[config.mk]
export PLATFORM = sky130hd
export DESIGN_NAME = multicycle_control_flat
export DESIGN_NICKNAME = d
export VERILOG_FILES = /design/src/rtl/multicycle_control_if.sv /design/src/rtl/multicycle_control.sv /design/src/flat_wrapper.sv
export SDC_FILE = /design/constraint.sdc
export NUM_CORES = 1
export LEC_CHECK = 0
export CAP_MARGIN = 40
export CELL_PAD_IN_SITES_DETAIL_PLACEMENT = 0
export CELL_PAD_IN_SITES_GLOBAL_PLACEMENT = 1
export CORE_UTILIZATION = 21
export DETAILED_ROUTE_END_ITERATION = 7
export GPL_ROUTABILITY_DRIVEN = 0
export PLACE_DENSITY = 0.76
export SLEW_MARGIN = 20
export SYNTH_ARGS = -nofsm -noshare
export SYNTH_HDL_FRONTEND = slang
export SYNTH_SLANG_ARGS = --single-unit
[constraint.sdc]
create_clock -name clk -period 1.2 [get_ports clk]
set_input_delay 0.18 -clock clk [delete_from_list [all_inputs] [get_ports clk]]
set_output_delay 0.18 -clock clk [all_outputs]
set_load 0.01 [all_outputs]
[src/rtl/multicycle_control_if.sv]
// Control/status bundle between the multi-cycle sequencer and the RV32I datapath.
// master: the sequencer (multicycle_control); slave: the datapath side.
interface multicycle_control_if;
    // Datapath -> sequencer
    logic [6:0] op_code;
    logic [2:0] func3;
    logic [6:0] func7;
    logic       zero;
    logic       mem_ready;

    // Sequencer -> datapath
    logic       pc_write;
    logic       ir_write;
    logic       adr_source;
    logic       mem_write;
    logic       reg_write;
    logic [1:0] result_source;
    logic [1:0] alu_source_a;
    logic [1:0] alu_source_b;
    logic [2:0] alu_control;
    logic [2:0] imm_type;
    logic       instr_done;
    logic       illegal;

    modport master (
        input  op_code, func3, func7, zero, mem_ready,
        output pc_write, ir_write, adr_source, mem_write, reg_write,
        output result_source, alu_source_a, alu_source_b, alu_control,
        output imm_type, instr_done, illegal
    );

    modport slave (
        output op_code, func3, func7, zero, mem_ready,
        input  pc_write, ir_write, adr_source, mem_write, reg_write,
        input  result_source, alu_source_a, alu_source_b, alu_control,
        input  imm_type, instr_done, illegal
    );
endinterface

[src/rtl/multicycle_control.sv]
// Multi-cycle RV32I instruction sequencer: instruction-step FSM driving the
// shared-ALU datapath selects, register/memory strobes, ALU op and immediate type.
// Build option MEM_WAIT_EN: when defined, mem_ready stalls FETCH/MEMREAD/MEMWRITE;
// when undefined, mem_ready is ignored and treated as always 1.
module multicycle_control (
    input  logic                 clk,
    input  logic                 reset,
    multicycle_control_if.master bus
);

    localparam logic [6:0] OP_LOAD   = 7'b0000011;
    localparam logic [6:0] OP_STORE  = 7'b0100011;
    localparam logic [6:0] OP_RTYPE  = 7'b0110011;
    localparam logic [6:0] OP_IALU   = 7'b0010011;
    localparam logic [6:0] OP_BRANCH = 7'b1100011;
    localparam logic [6:0] OP_JAL    = 7'b1101111;

    localparam logic [2:0] ALU_ADD = 3'b000;
    localparam logic [2:0] ALU_SUB = 3'b001;
    localparam logic [2:0] ALU_AND = 3'b010;
    localparam logic [2:0] ALU_OR  = 3'b011;
    localparam logic [2:0] ALU_SLT = 3'b101;

    localparam logic [2:0] IMM_I = 3'b000;
    localparam logic [2:0] IMM_S = 3'b001;
    localparam logic [2:0] IMM_B = 3'b010;
    localparam logic [2:0] IMM_J = 3'b011;

    localparam logic [1:0] RES_ALUOUT    = 2'b00;
    localparam logic [1:0] RES_MEMDATA   = 2'b01;
    localparam logic [1:0] RES_ALURESULT = 2'b10;

    localparam logic [1:0] SRCA_PC    = 2'b00;
    localparam logic [1:0] SRCA_OLDPC = 2'b01;
    localparam logic [1:0] SRCA_RS1   = 2'b10;

    localparam logic [1:0] SRCB_RS2  = 2'b00;
    localparam logic [1:0] SRCB_IMM  = 2'b01;
    localparam logic [1:0] SRCB_FOUR = 2'b10;

    typedef enum logic [3:0] {
        S_FETCH,
        S_DECODE,
        S_MEMADR,
        S_MEMREAD,
        S_MEMWB,
        S_MEMWRITE,
        S_EXECUTER,
        S_EXECUTEI,
        S_ALUWB,
        S_JAL,
        S_BEQ,
        S_TRAP
    } state_t;

    state_t state_q;
    state_t state_d;

    // Effective memory handshake and instruction classification
    logic       ready;
    logic       is_load;
    logic       is_store;
    logic       is_rtype;
    logic       is_ialu;
    logic       is_branch;
    logic       is_jal;
    logic       alu_f3_ok;
    logic [2:0] alu_r;
    logic [2:0] alu_i;
    logic       unused_inputs;

    // Ungated outputs of the current state, before reset masking
    logic       pc_write_raw;
    logic       ir_write_raw;
    logic       adr_source_raw;
    logic       mem_write_raw;
    logic       reg_write_raw;
    logic [1:0] result_source_raw;
    logic [1:0] alu_source_a_raw;
    logic [1:0] alu_source_b_raw;
    logic [2:0] alu_control_raw;
    logic       instr_done_raw;
    logic       illegal_raw;

    // func3 -> ALU operation; sub_en selects SUB for func3 000
    function automatic logic [2:0] alu_decode(input logic [2:0] f3, input logic sub_en);
        logic [2:0] op;
        op = ALU_ADD;
        case (f3)
            3'b000:  op = sub_en ? ALU_SUB : ALU_ADD;
            3'b111:  op = ALU_AND;
            3'b110:  op = ALU_OR;
            3'b010:  op = ALU_SLT;
            default: op = ALU_ADD;
        endcase
        return op;
    endfunction

    // Memory ready source: honoured only in the wait-state build
    always_comb begin
`ifdef MEM_WAIT_EN
        ready         = bus.mem_ready;
        unused_inputs = ^{bus.func7[6], bus.func7[4:0]};
`else
        ready         = 1'b1;
        unused_inputs = ^{bus.func7[6], bus.func7[4:0], bus.mem_ready};
`endif
    end

    // Opcode classification, ALU decode and immediate type (state independent)
    always_comb begin
        is_load   = (bus.op_code == OP_LOAD);
        is_store  = (bus.op_code == OP_STORE);
        is_rtype  = (bus.op_code == OP_RTYPE);
        is_ialu   = (bus.op_code == OP_IALU);
        is_branch = (bus.op_code == OP_BRANCH);
        is_jal    = (bus.op_code == OP_JAL);
        alu_f3_ok = (bus.func3 == 3'b000) || (bus.func3 == 3'b010) ||
                    (bus.func3 == 3'b110) || (bus.func3 == 3'b111);
        alu_r     = alu_decode(bus.func3, bus.func7[5]);
        alu_i     = alu_decode(bus.func3, 1'b0);
        case (bus.op_code)
            OP_STORE:  bus.imm_type = IMM_S;
            OP_BRANCH: bus.imm_type = IMM_B;
            OP_JAL:    bus.imm_type = IMM_J;
            default:   bus.imm_type = IMM_I;
        endcase
    end

    // State register with synchronous reset into FETCH
    always_ff @(posedge clk) begin
        if (reset) begin
            state_q <= S_FETCH;
        end else begin
            state_q <= state_d;
        end
    end

    // Next-state logic
    always_comb begin
        state_d = state_q;
        case (state_q)
            S_FETCH:    if (ready) state_d = S_DECODE;
            S_DECODE: begin
                if (is_load || is_store)           state_d = S_MEMADR;
                else if (is_rtype && alu_f3_ok)    state_d = S_EXECUTER;
                else if (is_ialu && alu_f3_ok)     state_d = S_EXECUTEI;
                else if (is_branch && bus.func3 == 3'b000) state_d = S_BEQ;
                else if (is_jal)                   state_d = S_JAL;
                else                               state_d = S_TRAP;
            end
            S_MEMADR:   state_d = is_load ? S_MEMREAD : S_MEMWRITE;
            S_MEMREAD:  if (ready) state_d = S_MEMWB;
            S_MEMWB:    state_d = S_FETCH;
            S_MEMWRITE: if (ready) state_d = S_FETCH;
            S_EXECUTER: state_d = S_ALUWB;
            S_EXECUTEI: state_d = S_ALUWB;
            S_ALUWB:    state_d = S_FETCH;
            S_JAL:      state_d = S_ALUWB;
            S_BEQ:      state_d = S_FETCH;
            S_TRAP:     state_d = S_TRAP;
            default:    state_d = S_FETCH;
        endcase
    end

    // Per-state datapath controls; every output defaults to 0
    always_comb begin
        pc_write_raw      = 1'b0;
        ir_write_raw      = 1'b0;
        adr_source_raw    = 1'b0;
        mem_write_raw     = 1'b0;
        reg_write_raw     = 1'b0;
        result_source_raw = RES_ALUOUT;
        alu_source_a_raw  = SRCA_PC;
        alu_source_b_raw  = SRCB_RS2;
        alu_control_raw   = ALU_ADD;
        instr_done_raw    = 1'b0;
        illegal_raw       = 1'b0;
        case (state_q)
            S_FETCH: begin
                ir_write_raw      = ready;
                pc_write_raw      = ready;
                alu_source_a_raw  = SRCA_PC;
                alu_source_b_raw  = SRCB_FOUR;
                result_source_raw = RES_ALURESULT;
            end
            S_DECODE: begin
                alu_source_a_raw = SRCA_OLDPC;
                alu_source_b_raw = SRCB_IMM;
            end
            S_MEMADR: begin
                alu_source_a_raw = SRCA_RS1;
                alu_source_b_raw = SRCB_IMM;
            end
            S_MEMREAD: begin
                adr_source_raw = 1'b1;
            end
            S_MEMWB: begin
                result_source_raw = RES_MEMDATA;
                reg_write_raw     = 1'b1;
                instr_done_raw    = 1'b1;
            end
            S_MEMWRITE: begin
                adr_source_raw = 1'b1;
                mem_write_raw  = 1'b1;
                instr_done_raw = ready;
            end
            S_EXECUTER: begin
                alu_source_a_raw = SRCA_RS1;
                alu_source_b_raw = SRCB_RS2;
                alu_control_raw  = alu_r;
            end
            S_EXECUTEI: begin
                alu_source_a_raw = SRCA_RS1;
                alu_source_b_raw = SRCB_IMM;
                alu_control_raw  = alu_i;
            end
            S_ALUWB: begin
                reg_write_raw  = 1'b1;
                instr_done_raw = 1'b1;
            end
            S_JAL: begin
                alu_source_a_raw = SRCA_OLDPC;
                alu_source_b_raw = SRCB_FOUR;
                pc_write_raw     = 1'b1;
            end
            S_BEQ: begin
                alu_source_a_raw = SRCA_RS1;
                alu_source_b_raw = SRCB_RS2;
                alu_control_raw  = ALU_SUB;
                pc_write_raw     = bus.zero;
                instr_done_raw   = 1'b1;
            end
            S_TRAP: begin
                illegal_raw = 1'b1;
            end
            default: ;
        endcase
    end

    // Strobes are masked while reset is high so an aborted instruction commits nothing
    always_comb begin
        bus.pc_write      = pc_write_raw   & ~reset;
        bus.ir_write      = ir_write_raw   & ~reset;
        bus.mem_write     = mem_write_raw  & ~reset;
        bus.reg_write     = reg_write_raw  & ~reset;
        bus.instr_done    = instr_done_raw & ~reset;
        bus.illegal       = illegal_raw    & ~reset;
        bus.adr_source    = adr_source_raw;
        bus.result_source = result_source_raw;
        bus.alu_source_a  = alu_source_a_raw;
        bus.alu_source_b  = alu_source_b_raw;
        bus.alu_control   = alu_control_raw;
    end

endmodule

[src/flat_wrapper.sv]
// flat-port wrapper written by rule: the top's interface ports become plain ports
module multicycle_control_flat 
  (clk, reset, bus_op_code, bus_func3, bus_func7, bus_zero, bus_mem_ready, bus_pc_write, bus_ir_write, bus_adr_source, bus_mem_write, bus_reg_write, bus_result_source, bus_alu_source_a, bus_alu_source_b, bus_alu_control, bus_imm_type, bus_instr_done, bus_illegal);
  multicycle_control_if bus_i ();
  input  logic clk;
  input  logic reset;
  input wire logic [$bits(bus_i.op_code)-1:0] bus_op_code;
  input wire logic [$bits(bus_i.func3)-1:0] bus_func3;
  input wire logic [$bits(bus_i.func7)-1:0] bus_func7;
  input wire logic [$bits(bus_i.zero)-1:0] bus_zero;
  input wire logic [$bits(bus_i.mem_ready)-1:0] bus_mem_ready;
  output wire logic [$bits(bus_i.pc_write)-1:0] bus_pc_write;
  output wire logic [$bits(bus_i.ir_write)-1:0] bus_ir_write;
  output wire logic [$bits(bus_i.adr_source)-1:0] bus_adr_source;
  output wire logic [$bits(bus_i.mem_write)-1:0] bus_mem_write;
  output wire logic [$bits(bus_i.reg_write)-1:0] bus_reg_write;
  output wire logic [$bits(bus_i.result_source)-1:0] bus_result_source;
  output wire logic [$bits(bus_i.alu_source_a)-1:0] bus_alu_source_a;
  output wire logic [$bits(bus_i.alu_source_b)-1:0] bus_alu_source_b;
  output wire logic [$bits(bus_i.alu_control)-1:0] bus_alu_control;
  output wire logic [$bits(bus_i.imm_type)-1:0] bus_imm_type;
  output wire logic [$bits(bus_i.instr_done)-1:0] bus_instr_done;
  output wire logic [$bits(bus_i.illegal)-1:0] bus_illegal;
  assign bus_i.op_code = bus_op_code;
  assign bus_i.func3 = bus_func3;
  assign bus_i.func7 = bus_func7;
  assign bus_i.zero = bus_zero;
  assign bus_i.mem_ready = bus_mem_ready;
  assign bus_pc_write = bus_i.pc_write;
  assign bus_ir_write = bus_i.ir_write;
  assign bus_adr_source = bus_i.adr_source;
  assign bus_mem_write = bus_i.mem_write;
  assign bus_reg_write = bus_i.reg_write;
  assign bus_result_source = bus_i.result_source;
  assign bus_alu_source_a = bus_i.alu_source_a;
  assign bus_alu_source_b = bus_i.alu_source_b;
  assign bus_alu_control = bus_i.alu_control;
  assign bus_imm_type = bus_i.imm_type;
  assign bus_instr_done = bus_i.instr_done;
  assign bus_illegal = bus_i.illegal;
  multicycle_control u_core (.clk(clk), .reset(reset), .bus(bus_i));
endmodule
# Word-level counts from Yosys, hierarchy flattened

Index checks and enable logic that the tools add are counted.

Register bits: 4
Bits in latches: 0
Memory bits (writable): 0
Memory bits (read-only): 0
Bits of input ports: 21
Output and inout bits: 19
Logic and storage cells: 67
Memories: 0

Add/sub/neg operators: 0
$mul: 0
Divide/modulo/power cells: 0
Magnitude comparators: 0
Eq/ne operators: 20
Shift-type cells: 0
Mux-type cells: 22
Bitwise gates (word level): 7
Reduce and logical (&&, ||, !) cells: 17

Operator list:

| kind                                                             | number |
|---|---|
| 4-bit case mux with 6 select lines                               | 1 |
| 3-bit case mux with 3 select lines                               | 2 |
| 4-bit by 3-bit == test with 1-bit output (second input constant) | 4 |
| 4-bit == test (second input constant)                            | 4 |
| 4-bit 2-to-1 mux                                                 | 4 |
| 7-bit by 6-bit == test with 1-bit output (second input constant) | 2 |
| 7-bit == test (second input constant)                            | 2 |
| 2-bit case mux with 2 select lines                               | 3 |
| 3-bit case mux with 4 select lines                               | 1 |
| 4-bit by 2-bit == test with 1-bit output (second input constant) | 2 |
| 2-bit OR reduction                                               | 4 |
| 4-bit OR reduction                                               | 2 |
| 7-bit by 2-bit == test with 1-bit output (second input constant) | 1 |
| 7-bit by 5-bit == test with 1-bit output (second input constant) | 1 |
| 1-bit 2-to-1 mux                                                 | 7 |
| 1-bit bitwise AND                                                | 6 |
| 3-bit == test (second input constant)                            | 2 |
| 2-bit case mux with 3 select lines                               | 1 |
| 3-bit OR reduction                                               | 2 |
| 4-bit by 1-bit == test with 1-bit output (second input constant) | 1 |
| 4-bit logical NOT                                                | 1 |
| 1-bit logical OR                                                 | 4 |
| 3-bit by 2-bit == test with 1-bit output (second input constant) | 1 |
| 1-bit logical AND                                                | 3 |
| 5 further kinds                                                  | 5 |

# Depth between registers and ports, before layout

Depth after elaboration: 9
Depth in mapped cells: 5
Gate-level depth less buffers: 4

# Least setup slack after synthesis

Ideal clock, no wire load.

Path kind: register to output
Start point: register u_core.state_q[0]
End point: output bus_reg_write
Data arrival time: 1.097 ns
Slack: -0.077 ns
Stages on the path, launching flop included: 4
Cell sequence: dfxtp_1 buf_2 or2_1 a211oi_1

Longest elaborated chain between the ends: 4
Elaborated cells between the ends (all ways): 5

Ends and longest elaborated chain:

| item                                                                      | line                      | source |
|---|---|---|
| start: declaration                                                        | multicycle_control.sv:56  | `state_t state_q;` |
| start signal: assignment                                                  | multicycle_control.sv:135 | `state_q <= state_d;` |
| 4-bit by 3-bit == test with 1-bit output or 4-bit == test (tied branches) | multicycle_control.sv:179 | `case (state_q)` |
| 2-bit OR reduction (no line) *                                            | n/a                       |  |
| 1-bit 2-to-1 mux *                                                        | multicycle_control.sv:179 |  |
| 1-bit bitwise AND *                                                       | multicycle_control.sv:246 | `bus.reg_write = reg_write_raw & ~reset;` |
| end: declaration                                                          | flat_wrapper.sv:16        | `output wire logic [$bits(bus_i.reg_write)-1:0] bus_reg_write;` |

Every way passes the cells marked *; elsewhere a longest branch is shown, timed or not.

# Final worst setup path

Start point: register u_core.state_q[3]
End point: output bus_pc_write

Longest elaborated chain between the ends: 4
Elaborated cells between the ends (all ways): 6

Ends and longest elaborated chain:

| item                                               | line                      | source |
|---|---|---|
| 4-bit == test or 4-bit logical NOT (tied branches) | multicycle_control.sv:179 |  |
| 2-bit OR reduction (no line)                       | n/a                       |  |
| 1-bit case mux with 2 select lines *               | multicycle_control.sv:179 |  |
| 1-bit bitwise AND *                                | multicycle_control.sv:243 | `bus.pc_write = pc_write_raw & ~reset;` |
| end: declaration                                   | flat_wrapper.sv:12        | `output wire logic [$bits(bus_i.pc_write)-1:0] bus_pc_write;` |

Marks and branches as above.

==> metrics.yaml <==
area_growth_pct: 154.2
synth.net_count: 112
grtUsageTotal_pct: 19.10
crit_fanout: 7
final_nets: 188
regMostFlops: "u_core.state_q"
violations: "setup timing"
finalHoldViolCount: 0
slowest_stage: "dfxtp_4"
irDropWorstVdd_mv: 0.9176
outcome: "finished with violations"
cp_data_required_time_ns: 1.02
drt_iter0_drc: 12
first_pass_iters: 4
grt-ovfl-total: 0
path_cells: "or2_4 -> a21oi_2 -> a31oi_1 -> nor3_2 -> buf_2"
reg.largest.list: "u_core.state_q x4"
grt_setup_unrepaired: "true"
r2r_cells: 6
rows: 18
crit_path_start_kind: "flip-flop"
io_buffers: 31
drive_above_1_share_pct: 74.55
syn_avg_cell_area_um2: 6.242
grt_max_degree: 9
critPathKind: "reg -> out"
power_density_nw_per_um2: 1797
drc: 0
slowest_delay_ns: 0.36
via_per_inst: 4.811
critPathArrivalTime_ns: 1.26
dpl_worst_slack_ns: -0.6991
syn_area_um2: 568.0
fmax_mhz: 692.5
synth.distinct_cells: 36
wl_mm: 2.557
cts_buffers: 3
leakage_nw: 0.6593
crit_family: "flip-flops"
instances_no_fill: 196
reg2reg_from: "u_core.state_q[2]"
synthArstFlopShare_pct: 0
synth-main-ff-cell: "dfxtp_1"
ys_ff_latch: 4
yosys_warnings: 0
hold_depth: 4
setup_violations: 18
die_h_um: 54.01
final_antenna_net_count: 0
worstHoldStart: "bus_op_code[0]"
fin_skew_ns: 0.003727
initial_utilization_pct: 22.52
die_w_um: 54.01
r2r-end: "u_core.state_q[0]"
antenna_found_initial: 1
wl_per_cell_um: 13.05
largest_reg_flops: 4
grt_pass1_wl_mm: 4.133
dieArea_um2: 2917
final_min_period_over_clock_period_pct: 120.3
min_to: "u_core.state_q[3]"
nFillCells: 244
io_pins: 40
cts_tree: "yes"
ff_latch_area_um2: 95.09
multi_input_area_um2: 675.6
dp.cells: 179
clockBufferDepth: 2
worst_setup_path_end_kind: "output pin"
fin_ws_ns: -0.2441
synth_edf_count: 0
h-tree-depth: 1
cts-root-buf: "clkbuf_4"
rrSetupSlack_ns: -0.13
path_depth: 5
max_cap_viol_count: 0
cts_sinks: 4
hold_path_class: "in -> reg"
holdWs_ns: 0.4319
min_period_ns: 1.444
vias: 943
clkTransAtPathRegs_ns: 0.04
cp_num_buf_inv: 1
yosysSeqAreaShare_pct: 14.10
hpwl_mm: 1.754
synthCells: 91
finalMaxSlewViolations: 0
clk_latency_ns: 0.24
core-area_um2: 2522
grt_pass1_vias: 973
report_power, final:
part	internal (mW)	switching (mW)
clock	0.112	0.0568
combinational	1.18	0.934
sequential	0.203	0.104
synthesized netlist by cell type, types with 2 or more instances:
cell type  number  area share (%)
a21oi_1         7             6.2
a31oi_1         2             2.2
dfxtp_1         4              14
or2_1           2             2.2
nand2b_1        6             6.6
nor2b_1         2             2.2
nor3b_1         2             2.6
buf_2           4             3.5
nand3_1         4             3.5
nand2_1         7             4.6
o21a_1          2             2.6
nor2_1         12             7.9
nor3_1          7             6.2
inv_1           4             2.6
nor4_1          4             4.4
o21ai_0         2             1.8
cell families (layout without fill, tap and decap cells):
kind of cell | count (synthesis) | after routing | synth area share [%]
xor+xnor | 1 | 1 | 1.542
buf+inv | 10 | 84 | 8.149
simple gates | 56 | 56 | 54.63
compound gates | 19 | 19 | 20.92
other cells | 1 | 2 | 0.6602
flops | 4 | 4 | 14.10
what timing repair did:
action                                 4_1_cts  5_1_grt
setup endpoints to repair                   22       22
resized for setup                          149       17
pin swaps                                   20        8
endpoints found under the hold margin        0        0
setup buffers                               10        3
hold buffers                                 0        0
worst min-delay path: stages:
cell,delay [ns]
clkbuf_2,0.09
nand3_1,0.15
o21ai_2,0.09
a21oi_1,0.12
area by class of cell:
type | instances | area share, %
Timing Repair Buffer | 77 | 41.07
Sequential cell | 4 | 6.586
Clock buffer | 3 | 1.560
Antenna cell | 1 | 0.1733
Inverter | 4 | 1.213
Tap cell | 30 | 2.600
Multi-Input combinational cell | 77 | 46.79
routing by layer:
| metal | routed length (µm) | GRT usage (%) |
|---|---|---|
| met5 | 0 | 0 |
| met4 | 10 | 5.983 |
| met3 | 113 | 3.107 |
| met2 | 1450 | 37.86 |
| met1 | 983 | 19.97 |
how the worst max path moves through the flow:
| stage | to | start |
|---|---|---|
| floorplan | bus_illegal | u_core.state_q[1] |
| global placement | bus_imm_type[0] | bus_op_code[0] |
| detailed placement | bus_imm_type[0] | bus_op_code[1] |
| CTS | bus_pc_write | u_core.state_q[3] |
| global route | bus_pc_write | u_core.state_q[1] |
| finish | bus_pc_write | u_core.state_q[3] |
through the flow:
step / util (%) / total power [mW] / instance area [µm²] / TNS (ns)
after floorplan: - / 0.9092 / 595.6 / -0.04756
after global placement: 45.98 / 1.691 / 1160 / -10.66
after detailed placement: 45.98 / 1.698 / 1160 / -11.07
after CTS: 55.51 / 2.422 / 1400 / -2.890
after global routing: 57.24 / 2.780 / 1444 / -3.916
final: 57.24 / 2.594 / 1444 / -2.900
placed cells by master, fill, tap and decap left out, types with 2 or more instances in the layout:
| master | instances |
|---|---|
| buf_4 | 35 |
| buf_2 | 16 |
| buf_6 | 14 |
| nor2_1 | 9 |
| nor3_2 | 6 |
| nand2b_4 | 5 |
| clkbuf_2 | 5 |
| a21oi_1 | 4 |
| dlygate4sd2_1 | 4 |
| dfxtp_4 | 4 |
| a21oi_2 | 3 |
| nand2_1 | 3 |
| inv_1 | 3 |
| nand3_1 | 3 |
| nor4_2 | 3 |
| clkbuf_4 | 3 |
| nand2_4 | 2 |
| o21a_1 | 2 |
| or2_4 | 2 |
| nand3_2 | 2 |
| nor2_4 | 2 |
| nand2_2 | 2 |
| nor3b_2 | 2 |
| a31oi_1 | 2 |
| nor2b_4 | 2 |
| a21boi_2 | 2 |
| clkdlybuf4s50_1 | 2 |
(Power assumes the default switching activity.)
